[config.mk]
export PLATFORM = sky130hd
export DESIGN_NAME = gpio_in_cond
export DESIGN_NICKNAME = d
export VERILOG_FILES = /design/src/rtl/gpio_in_cond.sv
export SDC_FILE = /design/constraint.sdc
export NUM_CORES = 1
export LEC_CHECK = 0
export CORE_MARGIN = 2
export CORE_UTILIZATION = 54
export DETAILED_ROUTE_END_ITERATION = 8
export PLACE_DENSITY = 0.77
export SLEW_MARGIN = 40
export SYNTH_ARGS = -nofsm -noshare
export SYNTH_HDL_FRONTEND = slang
export SYNTH_SLANG_ARGS = --single-unit
export TNS_END_PERCENT = 10
[constraint.sdc]
create_clock -name clk_i -period 5.29 [get_ports clk_i]
set_clock_uncertainty 0.15 [all_clocks]
set_input_delay 1.058 -clock clk_i [delete_from_list [all_inputs] [get_ports clk_i]]
set_output_delay 1.058 -clock clk_i [all_outputs]
set_load 0.005 [all_outputs]
[src/rtl/gpio_in_cond.sv]
`default_nettype none
// ============================================================================
//  Module      : gpio_in_cond
//  Description : Per-pin GPIO input conditioner. Two-flop synchroniser,
//                optional prescaled debounce, rise/fall edge detection into
//                sticky pending bits, and a masked registered interrupt.
//  Revision    : 1.0 - initial release
// ============================================================================
module gpio_in_cond #(
  parameter int GPIO_NUM  = 16,
  parameter int DEB_CNT_W = 8,
  parameter int PSC_W     = 16
) (
  input  logic                 clk_i,
  input  logic                 rst_n_i,
  input  logic [GPIO_NUM-1:0]  pad_in_i,
  input  logic [PSC_W-1:0]     psc_div_i,
  input  logic [DEB_CNT_W-1:0] deb_thr_i,
  input  logic [GPIO_NUM-1:0]  deb_en_i,
  input  logic [GPIO_NUM-1:0]  irq_rise_en_i,
  input  logic [GPIO_NUM-1:0]  irq_fall_en_i,
  input  logic [GPIO_NUM-1:0]  irq_mask_i,
  input  logic [GPIO_NUM-1:0]  irq_clr_i,
  output logic [GPIO_NUM-1:0]  gpio_in_o,
  output logic [GPIO_NUM-1:0]  irq_pend_o,
  output logic                 irq_o
);

  // Warm-up length: covers the two synchroniser stages plus one load cycle.
  localparam logic [1:0]           c_WARM_INIT = 2'd3;
  localparam logic [1:0]           c_WARM_ONE  = 2'd1;
  localparam logic [PSC_W-1:0]     c_PSC_ONE   = PSC_W'(1);
  localparam logic [DEB_CNT_W:0]   c_CNT_ONE   = (DEB_CNT_W + 1)'(1);
  localparam logic [DEB_CNT_W-1:0] c_CNT_MAX   = '1;

  logic [GPIO_NUM-1:0] r_sync1;
  logic [GPIO_NUM-1:0] r_sync2;
  logic [1:0]          r_warm;
  logic                w_warm_active;
  logic [PSC_W-1:0]    r_psc;
  logic                w_tick;
  logic [DEB_CNT_W:0]  w_thr;
  logic [GPIO_NUM-1:0] r_level;
  logic [GPIO_NUM-1:0] w_level_nxt;
  logic [GPIO_NUM-1:0] w_rise;
  logic [GPIO_NUM-1:0] w_fall;
  logic [GPIO_NUM-1:0] w_pend_nxt;
  logic [GPIO_NUM-1:0] r_pend;
  logic                r_irq;

  // Two-flop synchroniser for the asynchronous pad levels.
  always_ff @(posedge clk_i) begin
    if (!rst_n_i) begin
      r_sync1 <= '0;
      r_sync2 <= '0;
    end else begin
      r_sync1 <= pad_in_i;
      r_sync2 <= r_sync1;
    end
  end

  // Warm-up counter: lets the conditioned level track the pins after reset
  // without ever reporting the reset-release transition as an edge.
  always_ff @(posedge clk_i) begin
    if (!rst_n_i) begin
      r_warm <= c_WARM_INIT;
    end else if (w_warm_active) begin
      r_warm <= r_warm - c_WARM_ONE;
    end
  end

  assign w_warm_active = (r_warm != 2'd0);

  // Debounce prescaler. A count above a freshly lowered divider wraps to 0
  // without producing a tick, since the equality compare never fires.
  always_ff @(posedge clk_i) begin
    if (!rst_n_i) begin
      r_psc <= '0;
    end else if (r_psc >= psc_div_i) begin
      r_psc <= '0;
    end else begin
      r_psc <= r_psc + c_PSC_ONE;
    end
  end

  assign w_tick = (r_psc == psc_div_i);

  // Effective threshold at one extra bit so counter+1 never overflows the
  // compare; a programmed zero behaves like one.
  assign w_thr = (deb_thr_i == '0) ? c_CNT_ONE : {1'b0, deb_thr_i};

  for (genvar n = 0; n < GPIO_NUM; n++) begin : g_pin
    logic [DEB_CNT_W-1:0] r_cnt;
    logic [DEB_CNT_W-1:0] w_cnt_nxt;
    logic [DEB_CNT_W:0]   w_cnt_inc;
    logic                 w_lvl_nxt;

    assign w_cnt_inc = {1'b0, r_cnt} + c_CNT_ONE;

    // Per-pin debounce: commit the synchronised level once it has differed
    // from the current output for the threshold number of ticks.
    always_comb begin
      w_lvl_nxt = r_level[n];
      w_cnt_nxt = r_cnt;
      if (w_warm_active || !deb_en_i[n]) begin
        w_lvl_nxt = r_sync2[n];
        w_cnt_nxt = '0;
      end else if (r_sync2[n] == r_level[n]) begin
        w_cnt_nxt = '0;
      end else if (w_tick) begin
        if (w_cnt_inc >= w_thr) begin
          w_lvl_nxt = r_sync2[n];
          w_cnt_nxt = '0;
        end else if (r_cnt != c_CNT_MAX) begin
          w_cnt_nxt = w_cnt_inc[DEB_CNT_W-1:0];
        end
      end
    end

    // Per-pin debounce counter register.
    always_ff @(posedge clk_i) begin
      if (!rst_n_i) begin
        r_cnt <= '0;
      end else begin
        r_cnt <= w_cnt_nxt;
      end
    end

    assign w_level_nxt[n] = w_lvl_nxt;
  end

  // Edges are taken from the conditioned level, and are ignored while the
  // warm-up counter is still running.
  assign w_rise = ~r_level &  w_level_nxt & {GPIO_NUM{~w_warm_active}};
  assign w_fall =  r_level & ~w_level_nxt & {GPIO_NUM{~w_warm_active}};

  // A new edge overrides a clear strobe arriving in the same cycle.
  assign w_pend_nxt = (r_pend & ~irq_clr_i)
                    | (w_rise & irq_rise_en_i)
                    | (w_fall & irq_fall_en_i);

  // Conditioned level and sticky pending bits.
  always_ff @(posedge clk_i) begin
    if (!rst_n_i) begin
      r_level <= '0;
      r_pend  <= '0;
    end else begin
      r_level <= w_level_nxt;
      r_pend  <= w_pend_nxt;
    end
  end

  // Registered interrupt request from the currently held pending bits.
  always_ff @(posedge clk_i) begin
    if (!rst_n_i) begin
      r_irq <= 1'b0;
    end else begin
      r_irq <= |(r_pend & irq_mask_i);
    end
  end

  assign gpio_in_o  = r_level;
  assign irq_pend_o = r_pend;
  assign irq_o      = r_irq;

endmodule
`default_nettype wire

Word-level counts from Yosys, hierarchy flattened
Index checks and enable logic that the tools add are counted.
{ "word_totals": {"register_bits": 211, "latchBits": 0, "mem_bits_rw": 0, "rom_bits": 0, "inputBits": 122, "output_inout_bits": 33, "word_cells": 287, "mem_count": 0} }
{ "op_classes": {"n_addsub": 18, "n_mul": 0, "div": 0, "n_lt_le_gt_ge": 17, "n_eq_ne": 33, "shifts": 0, "mux": 97, "bitwise": 15, "n_reduce_logical": 84} }
{ "ops": {"columns": ["cell", "count"], "rows": [
  ["$mux W8", 33],
  ["$add A8 B1 Y9 const B", 16],
  ["$ge A9 B8 Y1", 16],
  ["$and A16 B16 Y16", 8],
  ["$ne A8 B8 Y1 const B", 16],
  ["$mux W1", 64],
  ["$not A16 Y16", 3],
  ["$reduce_or A3 Y1", 16],
  ["$reduce_bool A2 Y1", 17],
  ["$or A16 B16 Y16", 2],
  ["$reduce_and A2 Y1", 16],
  ["$add A16 B1 Y16 const B", 1],
  ["$eq A1 B1 Y1", 16],
  ["$eq A16 B16 Y1", 1],
  ["$ge A16 B16 Y1", 1],
  ["$logic_not A1 Y1", 16],
  ["$logic_or A1 B1 Y1", 16],
  ["$reduce_or A16 Y1", 1],
  ["$logic_not A8 Y1", 1],
  ["$not A1 Y1", 2],
  ["$reduce_or A2 Y1", 1],
  ["$sub A2 B1 Y2 const B", 1]
]} }

Depth between registers and ports, before layout
Gate-level depths: netlist of run 1.
{ "logic_depth": {"depth_word": 12, "ltp_mapped": 15, "mapped_depth_nobuf": 12} }

Worst setup path before layout of run 1
Ideal clock, no wire load.
{ "synth_path": {"kind": "input port to flip-flop", "start": "input deb_thr_i[6]", "end": "register g_pin[7].r_cnt[4]", "setup_ps": 69, "arrival_ps": 4238, "setup_slack_ps": 833, "path_stages": 14, "path_cell_list": "buf_6 buf_6 buf_6 buf_2 nor4_1 a41o_1 ha_1 and3_1 o41ai_1 a21boi_0 o311ai_2 nand3_1 or4_1 o21ai_1"} }
{ "synth_via": {"elab_chain_len": 5, "word_cells_on_any_way": 6, "classes_between": "order compare: 1; mux: 2; reduce/logical: 3"} }
{ "synth_lines": {"columns": ["item", "line_no", "text"], "rows": [
  ["from (decl)", "18", "input logic [DEB_CNT_W-1:0] deb_thr_i,"],
  ["$logic_not A8 Y1", "90", "assign w_thr = (deb_thr_i == '0) ? c_CNT_ONE : {1'b0, deb_thr_i};"],
  ["$mux W8 *", "90", null],
  ["$ge A9 B8 Y1 *", "111", "if (w_cnt_inc >= w_thr) begin"],
  ["$reduce_bool A2 Y1 (no line)", null, null],
  ["$reduce_and A2 Y1 (no line)", null, null],
  ["to (signal assigned)", "125", "r_cnt <= w_cnt_nxt;"],
  ["to (decl)", "93", "logic [DEB_CNT_W-1:0] r_cnt;"]
]} }
Mark *: on every way between the ends. The rest lies on a longest branch, timed or not.
A chain may end at the register's enable or synchronous reset.

Worst setup path after layout of run 1
{ "layout_path": {"start": "input deb_thr_i[4]", "end": "register r_level[13] (netlist: gpio_in_o[13])"} }
{ "layout_via": {"elab_chain_len": 7} }
{ "layout_lines": {"columns": ["item", "line_no", "text"], "rows": [
  ["$logic_not A8 Y1", "90", null],
  ["$mux W8 *", "90", null],
  ["$ge A9 B8 Y1 *", "111", null],
  ["$mux W1 *", "111", null],
  ["$mux W1 *", "110", "end else if (w_tick) begin"],
  ["$mux W1 *", "108", "end else if (r_sync2[n] == r_level[n]) begin"],
  ["$mux W1 *", "105", "if (w_warm_active || !deb_en_i[n]) begin"],
  ["to (signal assigned)", "148", "r_level <= w_level_nxt;"],
  ["to (decl)", "43", "logic [GPIO_NUM-1:0] r_level;"]
]} }
Marked as above.

==> reports/qor.txt, run 1 <==
WS Path Type -> primary input to register
Cells on Worst Hold Path -> 1
Max-Cap Viols -> 0
CTS tree -> yes
Initial antenna violation count -> 0
Nature of the critical path endpoint -> register
HPWL after detailed placement -> 29.08 mm
Post-Synthesis Net Count -> 2,039
Fraction of synthesized cell area taken by the top area cell type -> 28.73%
Post-Synth XOR/XNOR Area -> 7.387%
Worst Max-Slew Pin Slew -> 0.8000 ns
Reported net switching power -> 916.7 uW
Unrepaired setup endpoints after global routing -> no
Hold-fix buffers, CTS -> 0
Synth Area in Compound Gates -> 19.06%
Area of the die -> 28,560 um2
Status -> completed
Max Root-Sink Buffers -> 3
Clock Power Share -> 50.0%
Post-CTS Repair Setup Buffers -> 0
Flip-flop cell with the highest count after synthesis -> sky130_fd_sc_hd__dfxtp_1
Share of post-route cells with drive strength above 1 -> 7.091%
Placement-stage worst setup slack -> 0.3563 ns
Initial Util -> 54.71%
Dominant combinational cell family by area after synthesis -> simple AND/OR/NAND/NOR gates
Antenna Diode Count -> 0
Critical Path RT -> 5.58 ns
Core footprint -> 26,880 um2
Maximum resistive drop on vdd -> 0.2304 mV
Type of the tightest min-delay check -> register to register
Proportion of total power due to net switching -> 23.31%
Aggregate routed wire length -> 40.72 mm
Synthesized flop and latch total -> 211
Summed area of non-filler cells in the final layout -> 17,380 um2
CP delay by family, top -> compound AO/OA/AOI/OAI gates
Timing startpoint of the critical path -> deb_thr_i[4]
Worst max-slew margin expressed relative to the limit -> 46.18%
Depth of the CTS H-tree -> 1
Boundary pin count -> 155
WL per Instance -> 17.91 um
Global-route usage over all layers -> 27.61%
Most Frequent Cell on Critical Path -> sky130_fd_sc_hd__a21oi_1
Total number of vias -> 14,020
Crit path DAT -> 4.75 ns
DRC -> 0
Remaining number of nets flagged by the antenna check after routing -> 0
Maximum fanout along the worst path -> 8
Horizontal die dimension -> 169.0 um
Final weighted congestion in routability-driven placement -> 0.8975
Vias in the first global route -> 13,180
Part of the Yosys area used for sequential elements -> 28.73%
Global-route wire length before repair -> 65.48 mm
Count of placed standard cells in the final layout, fillers left out -> 2,273
Highest-delay cell along the critical path -> sky130_fd_sc_hd__o41ai_1
Final setup fails -> 0
Post-synthesis cell area -> 14,700 um2
Share of power burned in combinational logic -> 8.6%
Internal Dissipation -> 3.016 mW
Average size of a mapped cell -> 8.168 um2
Core utilization of the finished layout -> 64.65%
Number of flops mapped to enable cells by yosys -> 0
Ratio of final minimum period to clock period -> 84.31%
Critical path depth -> 12
Hold Violations, Final -> 0
Area grow syn2layout -> 18.18%
Clock buffer count from CTS -> 25
Min setup slack post-route -> 0.8302 ns
Share of synthesized flip-flops with an asynchronous set or reset -> 0%
Final-layout setup total negative slack -> 0 ns
Number of sinks handled by clock tree synthesis -> 211
Timing-limited maximum frequency -> 0.2242 GHz
Clock transition at the registers of the reported paths -> 0.06 ns
Pin count of the biggest net entering global routing -> 75
Length in cells of the worst reg-to-reg path -> 12
Placed cell count -> 2,228
Startpoint types -> primary input
Min-Delay Startpoint -> r_sync1[10]
DRC marker count from the first detailed-route iteration -> 1,161
CTS resizes -> 0
Post-layout min period -> 4.460 ns
Post-synthesis cell type with the largest combined area -> sky130_fd_sc_hd__dfxtp_1
Filler instances -> 2,260
Placement Rows -> 60
CP Cell Sequence -> clkdlybuf4s50_1 -> nor4_1 -> a41o_1 -> buf_4 -> ha_1 -> a21bo_2 -> a21oi_1 -> nor3b_1 -> o41ai_1 -> nand2_1 -> a21oi_1 -> mux2i_1
Placed cell area -> 16,440 um2
GRT overflow -> 0
Fraction of the mapped netlist area in simple logic gates -> 27.44%
Ranking of synthesized cells by area -> sky130_fd_sc_hd__dfxtp_1 (29%), sky130_fd_sc_hd__ha_1 (10%), sky130_fd_sc_hd__nand2_1 (4.5%), sky130_fd_sc_hd__nand3_1 (3.8%), sky130_fd_sc_hd__xnor2_1 (3.7%)
Most used standard cells in the synthesized netlist -> sky130_fd_sc_hd__dfxtp_1 (211), sky130_fd_sc_hd__nand2_1 (176), sky130_fd_sc_hd__nor2_1 (125), sky130_fd_sc_hd__ha_1 (117), sky130_fd_sc_hd__nand3_1 (111)
Max incr delay on CP -> 0.57 ns
Die height -> 169.0 um
Number of iterations in the first detailed-routing pass -> 5
Final-stage net count -> 2,153
Post-Synth Adder-Cell Area -> 10.31%
Leakage power -> 6.842 nW
Routed via count divided by cell count -> 6.166
Mux share of post-synthesis cell area -> 2.272%
Most numerous cell in the Yosys netlist -> sky130_fd_sc_hd__dfxtp_1
Root buffer cell -> sky130_fd_sc_hd__clkbuf_16
Number of I/O port buffers -> 154
Final max-slew violation count -> 0
Launching point of the worst reg2reg path -> g_pin[0].r_cnt[0]
Total power per unit cell area -> 226.3 nW/um2
Flop pwr share -> 41.4%
Synth warn -> 0
Post-Synthesis Cells -> 1,800
Count of different cell masters after synthesis -> 96
Worst skew pair latency -> 0.52 ns
Number of buffer and inverter instances along the worst setup path -> 2
## cells by family after synthesis
| group | after synthesis |
|---|---|
| AO/OA/AOI/OAI | 388 |
| XOR/XNOR | 124 |
| adder cells (fa/ha/maj) | 122 |
| buffers and inverters | 167 |
| flip-flops | 211 |
| multiplexers | 33 |
| AND/OR/NAND/NOR | 755 |
## layout by cell type, fill, tap and decap left out, types with 7 or more instances in the layout
cell                              instances
sky130_fd_sc_hd__o21ai_0                 62
sky130_fd_sc_hd__bufinv_16                7
sky130_fd_sc_hd__or4_1                   10
sky130_fd_sc_hd__dfxtp_1                211
sky130_fd_sc_hd__a31o_2                  20
sky130_fd_sc_hd__buf_4                   24
sky130_fd_sc_hd__and4_1                   7
sky130_fd_sc_hd__a31oi_1                 24
sky130_fd_sc_hd__nor2_1                 125
sky130_fd_sc_hd__xnor2_1                 62
sky130_fd_sc_hd__nor3_1                  19
sky130_fd_sc_hd__nand3_1                111
sky130_fd_sc_hd__inv_1                   74
sky130_fd_sc_hd__a21oi_1                 73
sky130_fd_sc_hd__and3_1                  47
sky130_fd_sc_hd__ha_1                   117
sky130_fd_sc_hd__or3_1                   16
sky130_fd_sc_hd__nand4_1                 32
sky130_fd_sc_hd__nand3b_1                30
sky130_fd_sc_hd__clkdlybuf4s50_1        152
sky130_fd_sc_hd__nor4_1                  35
sky130_fd_sc_hd__a311o_1                 12
sky130_fd_sc_hd__o31ai_1                 22
sky130_fd_sc_hd__nor3b_1                 18
sky130_fd_sc_hd__a22oi_1                 29
sky130_fd_sc_hd__nor2b_1                 24
sky130_fd_sc_hd__or2_2                    7
sky130_fd_sc_hd__nand2_1                176
sky130_fd_sc_hd__xor2_1                  62
sky130_fd_sc_hd__a32o_1                  10
sky130_fd_sc_hd__clkbuf_16               25
sky130_fd_sc_hd__o21a_1                   8
sky130_fd_sc_hd__and2_1                  38
sky130_fd_sc_hd__nand2b_1                25
sky130_fd_sc_hd__mux2i_1                 30
sky130_fd_sc_hd__a211oi_1                 9
sky130_fd_sc_hd__a21o_1                  16
sky130_fd_sc_hd__a41oi_1                  7
## routing by layer
metal	track usage (%)	wire (um)
met1	37.09	18170
met3	4.419	2890
met5	0	0
met2	46.38	18770
met4	7.061	888
## worst paths after layout
kind / to / slack [ns]
worst max-delay path: gpio_in_o[13] / 0.83
worst min-delay path: r_sync2[10] / 0.28
worst max register to register: g_pin[0].r_cnt[2] / 1.91
worst min register to register: r_sync2[10] / 0.28
## flip-flops by register name, indices dropped and copies added, names as in the netlist
| name | count |
|---|---|
| gpio_in_o | 16 |
| g_pin.r_cnt | 128 |
| r_sync2 | 16 |
| r_sync1 | 16 |
| irq_o | 1 |
| irq_pend_o | 16 |
| r_psc | 16 |
| r_warm | 2 |
## stage by stage
stage,hold slack (ns),total power [mW]
global route,0.2950,4.037
CTS,0.2827,3.944
global placement,0.2631,1.990
floorplan,0.2619,1.831
detailed placement,0.2679,2.000
finish,0.2818,3.932
## final cells by class
class | instances | area (um2) | share of cell area (%)
multi-input combinational | 1422 | 9797 | 56.38
sequential | 211 | 4224 | 24.31
timing repair buffer | 177 | 1707 | 9.822
clock buffer | 28 | 656.9 | 3.781
tap | 341 | 426.7 | 2.456
inverter | 77 | 289.0 | 1.663
clock inverter | 17 | 275.3 | 1.584
## power by group through the flow
stage               Sequential [mW]  Combinational (mW)  Clock (mW)
finish                         1.63               0.339        1.96
global route                   1.63               0.368        2.04
CTS                            1.63               0.338        1.98
detailed placement             1.66               0.336           0
global placement               1.66               0.326           0
floorplan                      1.66               0.172           0
(Power assumes the default switching activity.)
==> inputs of run 2 (changes only) <==
Settings changed: CORE_UTILIZATION 54 to 53, PLACE_DENSITY 0.77 to 0.78.
Clock period 5.29 ns to 3.6 ns, I/O delays scaled along.
==> run 2 against run 1 <==
Effect of this change: register-to-register slack worse by 1.6 ns; worst setup slack got worse by 0.75 ns; utilization grew 1.8 points; critical endpoint is now irq_pend_o[11]; highest routed layer unchanged.
==> reports/qor.txt, run 2 (same netlist as run 1, synthesis figures left out) <==
Post-layout power -> 5.571 mW
GRT overflow -> 0
Worst Max-Slew Pin Slew -> 0.7108 ns
Final weighted congestion in routability-driven placement -> 0.8843
Maximum resistive drop on vdd -> 0.2936 mV
Post-layout min period -> 3.524 ns
DRC marker count from the first detailed-route iteration -> 1,187
CTS tree -> yes
Area grow syn2layout -> 22.40%
Placement-stage worst setup slack -> -0.6385 ns
Multi-input combinational cell area -> 9871 um2
Max-Cap Viols -> 0
Boundary pin count -> 155
Remaining number of nets flagged by the antenna check after routing -> 0
Number of iterations in the first detailed-routing pass -> 5
Initial Util -> 54.25%
Type of the tightest min-delay check -> register to register
Global-route usage over all layers -> 27.65%
Largest register FFs -> 128
Final-stage net count -> 2,221
Final max-slew violation count -> 0
Nature of the critical path endpoint -> register
Final setup fails -> 0
Commonest non-fill, non-tap cell in the layout -> sky130_fd_sc_hd__dfxtp_1
Hold Slack -> 0.2817 ns
Leakage power -> 7.191 nW
Root buffer cell -> sky130_fd_sc_hd__clkbuf_16
Status -> completed
Total power per unit cell area -> 309.6 nW/um2
Placed cell count -> 2,327
HPWL after detailed placement -> 30.28 mm
Critical Path RT -> 3.86 ns
Hold Violations, Final -> 0
Depth of the CTS H-tree -> 1
Max Root-Sink Buffers -> 3
Unrepaired setup endpoints after global routing -> yes
Share of post-route cells with drive strength above 1 -> 10.70%
Clock transition at the registers of the reported paths -> 0.06 ns
Maximum fanout along the worst path -> 7
Total area of sequential cells -> 4224 um2
Final-layout setup total negative slack -> 0 ns
Worst skew pair latency -> 0.52 ns
WL per Instance -> 17.21 um
Number of I/O port buffers -> 154
Timing-limited maximum frequency -> 0.2838 GHz
Count of placed standard cells in the final layout, fillers left out -> 2,372
Number of sinks handled by clock tree synthesis -> 211
Post-CTS Repair Setup Buffers -> 0
Aggregate routed wire length -> 40.82 mm
Horizontal die dimension -> 170.6 um
Initial antenna violation count -> 0
Routed via count divided by cell count -> 5.998
Area of the die -> 29,090 um2
WS Path Type -> primary input to register
Commonest cells after routing, fill and taps aside -> sky130_fd_sc_hd__dfxtp_1 (211), sky130_fd_sc_hd__nand2_1 (176), sky130_fd_sc_hd__clkdlybuf4s50_1 (150)
Total number of vias -> 14,230
Antenna Diode Count -> 0
Crit path DAT -> 3.79 ns
Vias in the first global route -> 13,430
Worst max-slew margin expressed relative to the limit -> 52.50%
Placement Rows -> 60
Filler instances -> 2,168
Top reg by flops -> g_pin.r_cnt
Startpoint types -> primary input
DRC -> 0
Core footprint -> 27,100 um2
Die height -> 170.6 um
Pin count of the biggest net entering global routing -> 55
Global-route wire length before repair -> 66.09 mm
Ratio of final minimum period to clock period -> 97.89%
Clock buffer count from CTS -> 25
Min setup slack post-route -> 0.07611 ns
## run 2: repair_timing
action | CTS | global route
resized for setup | 5 | 9
hold buffers | 0 | 0
endpoints found under the setup margin | 30 | 86
pin swaps | 1 | 2
cloned | 0 | 0
## run 2: area by class of cell
cell class,instances,share of cell area [%]
multi-input combinational,1422,54.85
clock inverter,14,1.008
clock buffer,31,3.713
timing repair buffer,245,12.77
inverter,77,1.606
tap,372,2.586
sequential,211,23.47
## run 2: path summary, 6_finish.rpt
path,start,to,slack [ns],depth (start not counted)
worst min-delay path,r_sync1[2],r_sync2[2],0.28,1
worst max-delay path,deb_thr_i[5],irq_pend_o[11],0.08,13
worst min register to register,r_sync1[2],r_sync2[2],0.28,1
worst max register to register,g_pin[0].r_cnt[1],g_pin[0].r_cnt[2],0.27,12
## run 2: metal layers
| layer | track usage (%) | vias up | share of wire, % |
|---|---|---|---|
| met5 | 0 | - | 0 |
| met1 | 36.98 | 6673 | 45 |
| met4 | 8.250 | 0 | 2.6 |
| li1 | - | 6975 | - |
| met3 | 4.881 | 66 | 7.5 |
| met2 | 45.57 | 513 | 45 |
## run 2: where the power goes
group          internal, mW  switching (mW)
logic                 0.275           0.256
registers              2.37          0.0256
clock network          1.60            1.04
## run 2: metrics by stage
| stage | util [%] | instance area [um2] |
|---|---|---|
| after floorplan | - | 14750 |
| after global placement | 63.06 | 17090 |
| after detailed placement | 63.06 | 17090 |
| after CTS | 66.26 | 17960 |
| after global routing | 66.40 | 18000 |
| final | 66.40 | 18000 |
## run 2: worst max-delay path: stages
cell and delay, ns:
sky130_fd_sc_hd__clkdlybuf4s50_1 0.46, sky130_fd_sc_hd__nor4_2 0.27, sky130_fd_sc_hd__a41o_2 0.32, sky130_fd_sc_hd__buf_12 0.14, sky130_fd_sc_hd__ha_1 0.21, sky130_fd_sc_hd__nand2b_1 0.14, sky130_fd_sc_hd__a21o_1 0.17, sky130_fd_sc_hd__maj3_1 0.35
sky130_fd_sc_hd__a211o_1 0.31, sky130_fd_sc_hd__a31oi_1 0.19, sky130_fd_sc_hd__buf_4 0.20, sky130_fd_sc_hd__o21ai_0 0.09, sky130_fd_sc_hd__a32o_1 0.21
